`config.mk`:
```
export PLATFORM = sky130hd
export DESIGN_NAME = pacman_input
export DESIGN_NICKNAME = d
export VERILOG_FILES = /design/src/rtl/pacman_input.sv
export SDC_FILE = /design/constraint.sdc
export NUM_CORES = 1
export LEC_CHECK = 0
export BUFFER_PORTS_ARGS = -buffer_cell sky130_fd_sc_hd__buf_2
export CAP_MARGIN = 20
export CORE_MARGIN = 2
export CORE_UTILIZATION = 60
export CTS_CLUSTER_SIZE = 28
export DETAILED_ROUTE_END_ITERATION = 8
export HOLD_SLACK_MARGIN = 0.15
export PLACE_DENSITY = 0.9
export SLEW_MARGIN = 20
export SYNTH_ARGS = -nofsm -noshare
export SYNTH_HDL_FRONTEND = slang
export SYNTH_SLANG_ARGS = --single-unit
export TNS_END_PERCENT = 10
```
`constraint.sdc`:
```
create_clock -name clk -period 3.41 [get_ports clk]
set_input_delay 0.1705 -clock clk [delete_from_list [all_inputs] [get_ports clk]]
set_output_delay 0.1705 -clock clk [all_outputs]
set_load 0.1 [all_outputs]
```
`src/rtl/pacman_input.sv`:
```
// NES controller front end for Pac-Man: per-button debounce, Start/A press pulses,
// pause toggle and a pending-direction handshake with the game tick.
module pacman_input #(
   parameter int unsigned DEBOUNCE_FRAMES = 2
) (
   input  logic       clk,
   input  logic       rst_n,
   input  logic [7:0] buttons,
   input  logic       buttons_valid,
   input  logic       game_tick,
   output logic [7:0] held,
   output logic [1:0] dir_req,
   output logic       dir_valid,
   output logic       start_pulse,
   output logic       a_pulse,
   output logic       paused
);

   typedef enum logic [1:0] {
      DIR_NONE    = 2'd0,
      DIR_PENDING = 2'd1,
      DIR_LATCHED = 2'd2
   } dir_state_e;

   localparam logic [3:0] DB_LIMIT = 4'(DEBOUNCE_FRAMES);

   localparam int unsigned BIT_A     = 7;
   localparam int unsigned BIT_START = 4;
   localparam int unsigned BIT_UP    = 3;
   localparam int unsigned BIT_DOWN  = 2;
   localparam int unsigned BIT_LEFT  = 1;
   localparam int unsigned BIT_RIGHT = 0;

   logic [3:0] cnt_q [8];
   logic [3:0] cnt_d [8];
   logic [7:0] held_q, held_d;
   logic       start_pulse_q, start_pulse_d;
   logic       a_pulse_q, a_pulse_d;
   logic       paused_q, paused_d;
   logic [1:0] dir_req_q, dir_req_d;
   dir_state_e state_q, state_d;

   logic [7:0] press;
   logic [1:0] dir_sel;
   logic       dir_hit;

   // Debounce: a differing bit must persist for DB_LIMIT valid frames to flip.
   always_comb begin
      // NOTE: every comb output gets a default first so no path can infer a latch.
      held_d = held_q;
      for (int i = 0; i < 8; i++) begin
         cnt_d[i] = cnt_q[i];
         if (buttons_valid) begin
            if (buttons[i] == held_q[i]) begin
               cnt_d[i] = 4'd0;
            end else if (cnt_q[i] + 4'd1 == DB_LIMIT) begin
               held_d[i] = ~held_q[i];
               cnt_d[i]  = 4'd0;
            end else begin
               cnt_d[i] = cnt_q[i] + 4'd1;
            end
         end
      end
   end

   assign press = held_d & ~held_q;

   always_comb begin
      start_pulse_d = press[BIT_START];
      a_pulse_d     = press[BIT_A];
      paused_d      = paused_q ^ press[BIT_START];
   end

   // Highest-priority new direction; ignored while already paused.
   always_comb begin
      dir_sel = 2'b11;
      if (press[BIT_UP])         dir_sel = 2'b00;
      else if (press[BIT_DOWN])  dir_sel = 2'b01;
      else if (press[BIT_LEFT])  dir_sel = 2'b10;
      else if (press[BIT_RIGHT]) dir_sel = 2'b11;
      dir_hit = (|press[BIT_UP:BIT_RIGHT]) && !paused_q;
   end

   always_comb begin
      state_d   = state_q;
      dir_req_d = dir_req_q;
      if (dir_hit) begin
         state_d   = DIR_PENDING;
         dir_req_d = dir_sel;
      end else if (game_tick && state_q == DIR_PENDING) begin
         state_d = DIR_LATCHED;
      end
   end

   always_ff @(posedge clk or negedge rst_n) begin
      if (!rst_n) begin
         // NOTE: the counter array is small control state, so it is reset like any flop;
         // leaving it unreset would let stale progress survive a reset.
         for (int i = 0; i < 8; i++) cnt_q[i] <= 4'd0;
         held_q        <= 8'h00;
         start_pulse_q <= 1'b0;
         a_pulse_q     <= 1'b0;
         paused_q      <= 1'b0;
         dir_req_q     <= 2'b00;
         state_q       <= DIR_NONE;
      end else begin
         // NOTE: non-blocking so every flop samples the pre-edge values of the others.
         for (int i = 0; i < 8; i++) cnt_q[i] <= cnt_d[i];
         held_q        <= held_d;
         start_pulse_q <= start_pulse_d;
         a_pulse_q     <= a_pulse_d;
         paused_q      <= paused_d;
         dir_req_q     <= dir_req_d;
         state_q       <= state_d;
      end
   end

   assign held        = held_q;
   assign dir_req     = dir_req_q;
   assign dir_valid   = (state_q == DIR_PENDING);
   assign start_pulse = start_pulse_q;
   assign a_pulse     = a_pulse_q;
   assign paused      = paused_q;

endmodule

```
Word level (Yosys, flattened, before mapping). Cells that the tools add are included.

Register bits after elaboration: 47. Logic and storage cells: 100.

Add/subtract/negate cells: 8. Equal/unequal tests: 17. Multiplexer cells: 45. Bitwise operators: 11. Reduce and logical (&&, ||, !) cells: 5.

Operators with widths (count): 4-bit 2-to-1 mux (16); 4-bit by 1-bit adder with 4-bit output (second input constant) (8); 4-bit by 2-bit equality test with 1-bit output (second input constant) (8); 1-bit 2-to-1 mux (25); 8-bit AND (1); 1-bit equality test (8); 2-bit 2-to-1 mux (4); 1-bit inverter (8); 8-bit inverter (1); 4-bit OR reduction (1); 2-bit by 1-bit equality test with 1-bit output (second input constant) (1); 1-bit logical AND (2); 2-bit nonzero test (1); 1-bit logical NOT (1); 1-bit XOR (1).

Depth between registers and ports, before layout. Gate-level depths: netlist of the first run.

Depth in word-level cells: 9. Depth in mapped cells: 7. Gate-level depth less buffers: 7.

Least setup slack after synthesis of the first run. OpenSTA, ideal clock, no wires.

Path kind: reg-to-reg. Start: register paused_q, in the netlist paused. End: register dir_req_q[0], in the netlist dir_req[0]. Library setup time: 0.126 ns. Arrival time: 1.772 ns. Required time: 3.284 ns. Path slack: 1.511 ns. Stages on the path, launching flop included: 5. Path buffers: 0. Clock period less this slack: 1.899 ns. Cells stage by stage: dfrtp_1 > nor2_1 > nor4bb_1 > o21bai_4 > o311a_1.

Cells in the longest elaborated chain, start to end: 2.

Ends and longest elaborated chain: from (decl) (RTL line 39) `logic paused_q, paused_d;`; from (signal assigned) (RTL line 112) `paused_q <= paused_d;`; 1-bit logical NOT (RTL line 81) `dir_hit = (|press[BIT_UP:BIT_RIGHT]) && !paused_q;`; 1-bit logical AND (RTL line 81); to (signal assigned) (RTL line 113) `dir_req_q <= dir_req_d;`; to (decl) (RTL line 40) `logic [1:0] dir_req_q, dir_req_d;`.

No other way between the ends. A chain may end at the register's enable or synchronous reset.

Worst setup path after layout of the first run.
Start: register cnt_q[20] (netlist bit). End: register state_q[1].

Cells in the longest elaborated chain, start to end: 9.

Ends and longest elaborated chain: from (decl) (RTL line 34) `logic [3:0] cnt_q [8];`; 4-bit by 1-bit adder with 4-bit output * (RTL line 56) `end else if (cnt_q[i] + 4'd1 == DB_LIMIT) begin`; 4-bit by 2-bit equality test with 1-bit output * (RTL line 56); 1-bit 2-to-1 mux * (RTL line 56); 1-bit 2-to-1 mux * (RTL line 54) `if (buttons[i] == held_q[i]) begin`; 1-bit 2-to-1 mux * (RTL line 53) `if (buttons_valid) begin`; 8-bit AND * (RTL line 66) `assign press = held_d & ~held_q;`; 4-bit OR reduction * (RTL line 81); 1-bit logical AND * (RTL line 81); 2-bit 2-to-1 mux / 2-bit nonzero test (equally long branches); to (signal assigned) (RTL line 114) `state_q <= state_d;`; to (decl) (RTL line 41) `dir_state_e state_q, state_d;`.

Mark *: on every way between the ends. The rest lies on a longest branch, timed or not.

==> results of run 1 <==
[placed cells by master, fill, tap and decap left out, types with 3 or more instances in the layout]
cell type | synthesis | layout
dfrtp_1 | 47 | 47
nand2_1 | 38 | 38
buf_2 | 0 | 24
inv_1 | 18 | 18
ha_1 | 16 | 16
o21ai_0 | 14 | 14
nor2_1 | 13 | 13
nand3_1 | 12 | 12
nand2b_1 | 12 | 12
mux2_2 | 11 | 11
nor3_1 | 10 | 10
a21oi_1 | 8 | 8
dlygate4sd3_1 | 0 | 8
clkbuf_8 | 0 | 7
a21boi_0 | 6 | 6
and3b_1 | 6 | 6
o22ai_1 | 6 | 6
o31ai_1 | 5 | 5
xor2_1 | 5 | 5
xnor2_1 | 4 | 4
mux2i_1 | 4 | 4
a32o_1 | 4 | 4
o21a_1 | 3 | 3
nand3b_1 | 3 | 3
or2_2 | 3 | 3
o41ai_1 | 3 | 3
buf_4 | 0 | 3
[worst max path at each step]
stage | from | to | slack [ps]
after floorplan | paused$_DFF_PN0_ | dir_req[0]$_DFFE_PN0P_ | 1510
after global placement | cnt_q[20]$_DFFE_PN0P_ | state_q[1]$_DFFE_PN0P_ | 1460
after detailed placement | cnt_q[20]$_DFFE_PN0P_ | state_q[1]$_DFFE_PN0P_ | 1390
after CTS | cnt_q[20]$_DFFE_PN0P_ | state_q[1]$_DFFE_PN0P_ | 1390
after global routing | cnt_q[24]$_DFFE_PN0P_ | dir_req[0]$_DFFE_PN0P_ | 1250
final | cnt_q[20]$_DFFE_PN0P_ | state_q[1]$_DFFE_PN0P_ | 1390
[sequential cells by signal (all words and copies together) (netlist names), named ones only]
signal       flops
dir_req          2
state_q          2
a_pulse          1
paused           1
held             6
start_pulse      1
cnt_q           32
[what timing repair did]
| item | CTS | global route |
|---|---|---|
| hold endpoints to repair | 55 | 0 |
| endpoints found under the setup margin | 0 | 0 |
| hold buffers | 8 | 0 |
| resized for setup | 0 | 0 |
[cell type report]
class	instances	area, um2	area share, %
flip-flops and latches	47	1180	37.9
inverters	18	67.6	2.18
well taps	52	65.1	2.10
repair buffers	35	223	7.18
clock buffers	8	100	3.23
multi-input cells	212	1470	47.4
[power groups by stage]
stage | Clock, mW | Sequential (mW) | Combinational [mW]
2_1_floorplan | 0 | 1.44 | 0.643
3_3_place_gp | 0 | 0.966 | 1.34
3_5_place_dp | 0 | 0.976 | 1.39
4_1_cts | 0.379 | 0.971 | 1.40
5_1_grt | 0.399 | 1.01 | 1.51
6_report | 0.364 | 0.975 | 1.39
[stage by stage]
| step | cell area (um2) | instances | util (%) | power (mW) | setup WS [ps] |
|---|---|---|---|---|---|
| 3_5_place_dp | 2920 | 356 | 66.6 | 2.36 | 1390 |
| 4_1_cts | 3100 | 372 | 70.7 | 2.75 | 1390 |
| 2_1_floorplan | 2740 | 284 | - | 2.08 | 1510 |
| 3_3_place_gp | 2920 | 356 | 66.6 | 2.30 | 1460 |
| 6_report | 3100 | 372 | 70.8 | 2.73 | 1390 |
| 5_1_grt | 3100 | 372 | 70.8 | 2.92 | 1250 |
[per-layer routing]
metal | global-route usage (%) | part of all wire [%] | vias to the layer above
li1 | - | - | 1078
met1 | 28.1 | 45 | 1063
met2 | 41.3 | 50 | 32
met3 | 6.47 | 3.6 | 7
met4 | 7.34 | 0.94 | 0
met5 | 0 | 0 | -
[critical path: stages, from the launching register on]
cell and delay (ps):
dfrtp_1 450, ha_1 260, or4b_1 540, o41ai_2 100, nand4b_2 190, o21a_1 230
nor3b_2 160
[cell families after synthesis]
logic type | count (synthesis) | synth area share, %
XOR/XNOR | 9 | 2.88
AO/OA/AOI/OAI | 59 | 15.3
multiplexers | 15 | 5.98
adder cells (fa/ha/maj) | 16 | 7.30
flip-flops | 47 | 42.9
buffers and inverters | 25 | 3.42
AND/OR/NAND/NOR | 113 | 22.2
==> flow_summary_export.csv, run 1 <==
group,metric,value,unit
global_route,grt_first_pass_wirelength,9.60,mm
power_and_ir_drop,power.density_cell_area,881,nW/um2
sta,clock.fmax,495,MHz
detailed_routing,wl,5.40,mm
detailed_routing,via_count,2180,
clock_tree,clock_latency,300,ps
synth,syn-num-nets,312,
synth,synth_area_leaders,"dfrtp_1 (43%), ha_1 (7.3%), nand2_1 (5.2%)",
floorplanning,core,4380,um2
placed_design,place.gp.congestion,0.788,
power_and_ir_drop,power_frac_clock,13.3,%
detailed_routing,drtPass1Iterations,4,
cells_and_area,antennaDiodeCount,0,
power_and_ir_drop,power_switching,1.38,mW
synth,syn-cell-area,2740,um2
cells_and_area,fillers,310,
synth,synth_common_cells,"dfrtp_1 (47), nand2_1 (38), inv_1 (18), ha_1 (16), o21ai_0 (14)",
global_route,grt_max_degree,48,
sta,hold_viol_final,0,
worst_setup_path,critical_path_arrival,2210,ps
global_route,antenna_found_initial,0,
synth,synth-seq-cells,47,
worst_setup_path,cp-start-kind,"flop",
floorplanning,die_h,71.6,um
sta,drv_slew,0,
synth,yosysMostFrequentCell,"dfrtp_1",
synth,syn_avg_cell_area,9.65,um2
detailed_routing,avgRoutedWirePerCell,14.5,um
clock_tree,cts_buffer_depth,2,
power_and_ir_drop,p_seq_share,35.7,%
worst_setup_path,reg2reg_to,"state_q[1]$_DFFE_PN0P_",
floorplanning,placementRows,24,
worst_setup_path,regToRegSetupSlack,1390,ps
synth,yosysTopAreaCellShare,42.9,%
power_and_ir_drop,peakVddDrop,0.000833,V
synth,synth-edff-count,0,
worst_setup_path,cp_data_required_time,3600,ps
synth,ys_warn_count,0,
sta,period_needed,2020,ps
min_path,min-delay-start,"buttons[2]",
sta,timing.final.crit_share,59.2,%
status,status,"finished clean",
sta,rsz0062_at_grt,"false",
floorplanning,die_area,5130,um2
clock_tree,root_buffer,"clkbuf_8",
detailed_routing,viasPerCell,5.86,
floorplanning,io_pins,26,
power_and_ir_drop,p_leak,1.43,nW
global_route,grt_overflow,0,
worst_setup_path,critical_path.max_fanout,7,
placed_design,portBuffers,25,
min_path,holdCritPathClass,"in -> reg",
global_route,first_global_vias,2220,
clock_tree,post_cts_buffers,0,
cells_and_area,area_growth,13.2,%
detailed_routing,drtIter0Drc,155,
worst_setup_path,timing.rr.start,"cnt_q[20]$_DFFE_PN0P_",
power_and_ir_drop,combPwrFrac,51.0,%
power_and_ir_drop,p_int,1.36,mW
clock_tree,cts_made_buffers,5,
sta,tns,0,ps
clock_tree,clk_pin_slew,80,ps
flow_run,drv_cap,0,
synth,async_reset_ff_share,100,%
cells_and_area,nNetsFinal,347,
floorplanning,start_util,62.5,%
min_path,min_to,"held[2]$_DFF_PN0_",
detailed_routing,drc,0,
cells_and_area,drive_above_1_share,16.6,%
sta,relSlewSlack,59.8,%
synth,synth_top_cell_by_area,"dfrtp_1",
min_path,hold-path-cell-count,2,
detailed_routing,ant_nets,0,
power_and_ir_drop,switching_share,50.4,%
clock_tree,clock-sinks,47,
sta,hold_ws,163,ps
worst_setup_path,ff2ff_path_depth,6,
sta,setup_viol,0,
synth,synthCells,284,
worst_setup_path,path_class,"reg -> reg",
floorplanning,die_w,71.6,um
worst_setup_path,worstSetupEndpointType,"flop",
sta,worst_pin_slew,603,ps
clock_tree,cts_tree,"built",
placed_design,hpwlAfterDp,3.63,mm
sta,clock_skew,6.16,ps
synth,synth-main-ff-cell,"dfrtp_1",
global_route,grt.total_usage,23.5,%
synth,synth.distinct_cells,44,
clock_tree,ctsHtreeMaxLevel,2,
synth,seq_area_frac_synth,42.9,%
No activity file was read; power rests on OpenSTA's default activity.
==> run 2, diff against run 1 <==
--- a/config.mk
+++ b/config.mk
@@ -8,11 +8,11 @@
 export BUFFER_PORTS_ARGS = -buffer_cell sky130_fd_sc_hd__buf_2
 export CAP_MARGIN = 20
 export CORE_MARGIN = 2
-export CORE_UTILIZATION = 60
+export CORE_UTILIZATION = 53
 export CTS_CLUSTER_SIZE = 28
 export DETAILED_ROUTE_END_ITERATION = 8
 export HOLD_SLACK_MARGIN = 0.15
-export PLACE_DENSITY = 0.9
+export PLACE_DENSITY = 0.84
 export SLEW_MARGIN = 20
 export SYNTH_ARGS = -nofsm -noshare
 export SYNTH_HDL_FRONTEND = slang
==> constraint.sdc (replaced) <==
create_clock -name clk -period 1.7 [get_ports clk]
set_input_delay 0.085 -clock clk [delete_from_list [all_inputs] [get_ports clk]]
set_output_delay 0.085 -clock clk [all_outputs]
set_load 0.1 [all_outputs]
==> flow_summary_export.csv, run 2 (synthesized netlist as in run 1, its figures left out) <==
group,metric,value,unit
detailed_routing,wl,6.66,mm
sta,clock_skew,6.70,ps
sta,hold_viol_final,0,
power_and_ir_drop,power.total,6.01,mW
clock_tree,clock_latency,300,ps
global_route,first_global_vias,2435,
cells_and_area,area_growth,27.4,%
global_route,grt_overflow,0,
cells_and_area,largest_reg_flops,32,
cells_and_area,nNetsFinal,377,
worst_setup_path,slowest_stage,"or4b_4",
worst_setup_path,critical_path_arrival,2060,ps
placed_design,place.gp.congestion,0.794,
sta,drv_slew,0,
floorplanning,die_h,75.9,um
status,status,"complete, but fails checks",
status,violations,"negative setup slack",
detailed_routing,drtIter0Drc,132,
power_and_ir_drop,p_seq_share,32.6,%
sta,setup_viol,6,
power_and_ir_drop,power_switching,3.01,mW
worst_setup_path,cp-start-kind,"flop",
power_and_ir_drop,power.density_cell_area,1720,nW/um2
clock_tree,cts_made_buffers,5,
clock_tree,clock-sinks,47,
sta,timing.final.ws_setup,-169,ps
cells_and_area,final_common_cell,"dfrtp_1",
worst_setup_path,slowest_delay,550,ps
power_and_ir_drop,combPwrFrac,56.9,%
worst_setup_path,critical_path.max_fanout,4,
power_and_ir_drop,p_int,3.00,mW
detailed_routing,avgRoutedWirePerCell,15.9,um
detailed_routing,via_count,2388,
cells_and_area,design_area,3490,um2
detailed_routing,drc,0,
detailed_routing,viasPerCell,5.71,
floorplanning,die_w,75.9,um
worst_setup_path,cp_data_required_time,1890,ps
placed_design,postPlaceCellArea,3160,um2
placed_design,hpwlAfterDp,3.96,mm
sta,clock.fmax,535,MHz
cells_and_area,antennaDiodeCount,0,
sta,period_needed,1870,ps
sta,rsz0062_at_grt,"true",
power_and_ir_drop,switching_share,50.1,%
cells_and_area,finish.utilization,69.3,%
detailed_routing,drtPass1Iterations,4,
floorplanning,placementRows,26,
worst_setup_path,critPathBufInv,0,
clock_tree,root_buffer,"clkbuf_8",
min_path,holdCritPathClass,"in -> reg",
floorplanning,core,5040,um2
cells_and_area,drive_above_1_share,29.9,%
clock_tree,cts_tree,"built",
sta,relSlewSlack,64.7,%
clock_tree,clk_pin_slew,80,ps
detailed_routing,ant_nets,0,
cells_and_area,layout_common_cells,"dfrtp_1 (42), nand2_1 (38), buf_4 (27), buf_2 (25), inv_1 (18)",
cells_and_area,regMostFlops,"cnt_q",
flow_run,drv_cap,0,
clock_tree,cts_buffer_depth,2,
global_route,antenna_found_initial,0,
power_and_ir_drop,p_leak,1.59,nW
global_route,grt_max_degree,48,
worst_setup_path,critPathTopFamily,"simple AND/OR/NAND/NOR gates",
power_and_ir_drop,power_frac_clock,10.6,%
power_and_ir_drop,peakVddDrop,0.00143,V
worst_setup_path,worstSetupEndpointType,"flop",
placed_design,portBuffers,25,
worst_setup_path,path_class,"reg -> reg",
floorplanning,start_util,54.4,%
worst_setup_path,path_cells,"ha_2, or4b_4, o31ai_4, nand4b_1, o21a_1, nor3b_2",
clock_tree,ctsHtreeMaxLevel,2,
sta,timing.final.crit_share,110,%
sta,worst_pin_slew,526,ps
global_route,grt_first_pass_wirelength,10.9,mm
global_route,grt.total_usage,22.6,%
floorplanning,die_area,5760,um2
floorplanning,io_pins,26,
==> run 2: cell types whose count changed in the layout (fill, tap and decap cells not counted), moves of 2 or more <==
cell           previous run  this run
buf_4                     3        27
ha_1                     16         9
ha_2                      0         6
dfrtp_1                  47        42
dfrtp_2                   0         5
nor3_1                   10         7
nor3_2                    0         3
buf_6                     0         2
clkbuf_8                  7         5
dlygate4sd3_1             8        10
o31ai_1                   5         3
o31ai_4                   0         2
or4b_1                    2         0
or4b_4                    0         2
==> run 2: repair_timing <==
item	CTS	global route
hold endpoints to repair	59	0
endpoints found under the setup margin	7	16
hold buffers	10	0
resized for setup	7	22
pin swaps	3	6
buffers inserted	3	1
==> run 2: final timing paths <==
path | startpoint | to | slack, ps | cells after the start
worst max-delay path | cnt_q[16]$_DFFE_PN0P_ | state_q[1]$_DFFE_PN0P_ | -170 | 6
worst min-delay path | buttons_valid | cnt_q[16]$_DFFE_PN0P_ | 190 | 2
worst max register to register | cnt_q[16]$_DFFE_PN0P_ | state_q[1]$_DFFE_PN0P_ | -170 | 6
worst min register to register | held[7]$_DFF_PN0_ | a_pulse$_DFF_PN0_ | 500 | 1
max in group asynchronous | rst_n | cnt_q[0]$_DFFE_PN0P_ | 1160 | 3
min in group asynchronous | rst_n | dir_req[1]$_DFFE_PN0P_ | 300 | 3
==> run 2: worst reg2reg max path, cell delays in order, from the launching register on <==
cell      delay [ps]
dfrtp_1          420
ha_2             210
or4b_4           550
o31ai_4           90
nand4b_1         180
o21a_1           170
nor3b_2          150
==> run 2: metrics by stage <==
stage               TNS (ps)  hold slack, ps  cells  setup WS (ps)
floorplan               -359            -211    284          -97.9
global placement        -482            85.6    398           -115
detailed placement      -876             106    398           -197
CTS                     -593             171    417           -140
global route           -1230             195    418           -251
finish                  -687             189    418           -169
==> run 2: metal layers <==
metal,track usage (%),vias to the layer above,wire length (um)
met2,41.2,56,3390
li1,-,1135,-
met4,5.82,0,191
met1,28.0,1176,2800
met5,0,-,0
met3,3.69,21,278
==> run 2: final cells by class <==
| class | instances | area [um2] |
|---|---|---|
| flip-flops and latches | 47 | 1180 |
| fillers | 352 | 1550 |
| clock buffers | 6 | 72.6 |
| repair buffers | 65 | 470 |
| well taps | 70 | 87.6 |
| multi-input cells | 212 | 1610 |
| inverters | 18 | 67.6 |
==> run 2: power groups by stage <==
| stage | Combinational, mW | Sequential (mW) | Clock (mW) |
|---|---|---|---|
| after floorplan | 1.33 | 2.89 | 0 |
| after global placement | 3.02 | 1.89 | 0 |
| after detailed placement | 3.14 | 1.92 | 0 |
| after CTS | 3.25 | 1.90 | 0.645 |
| after global routing | 3.68 | 2.02 | 0.687 |
| final | 3.42 | 1.95 | 0.634 |
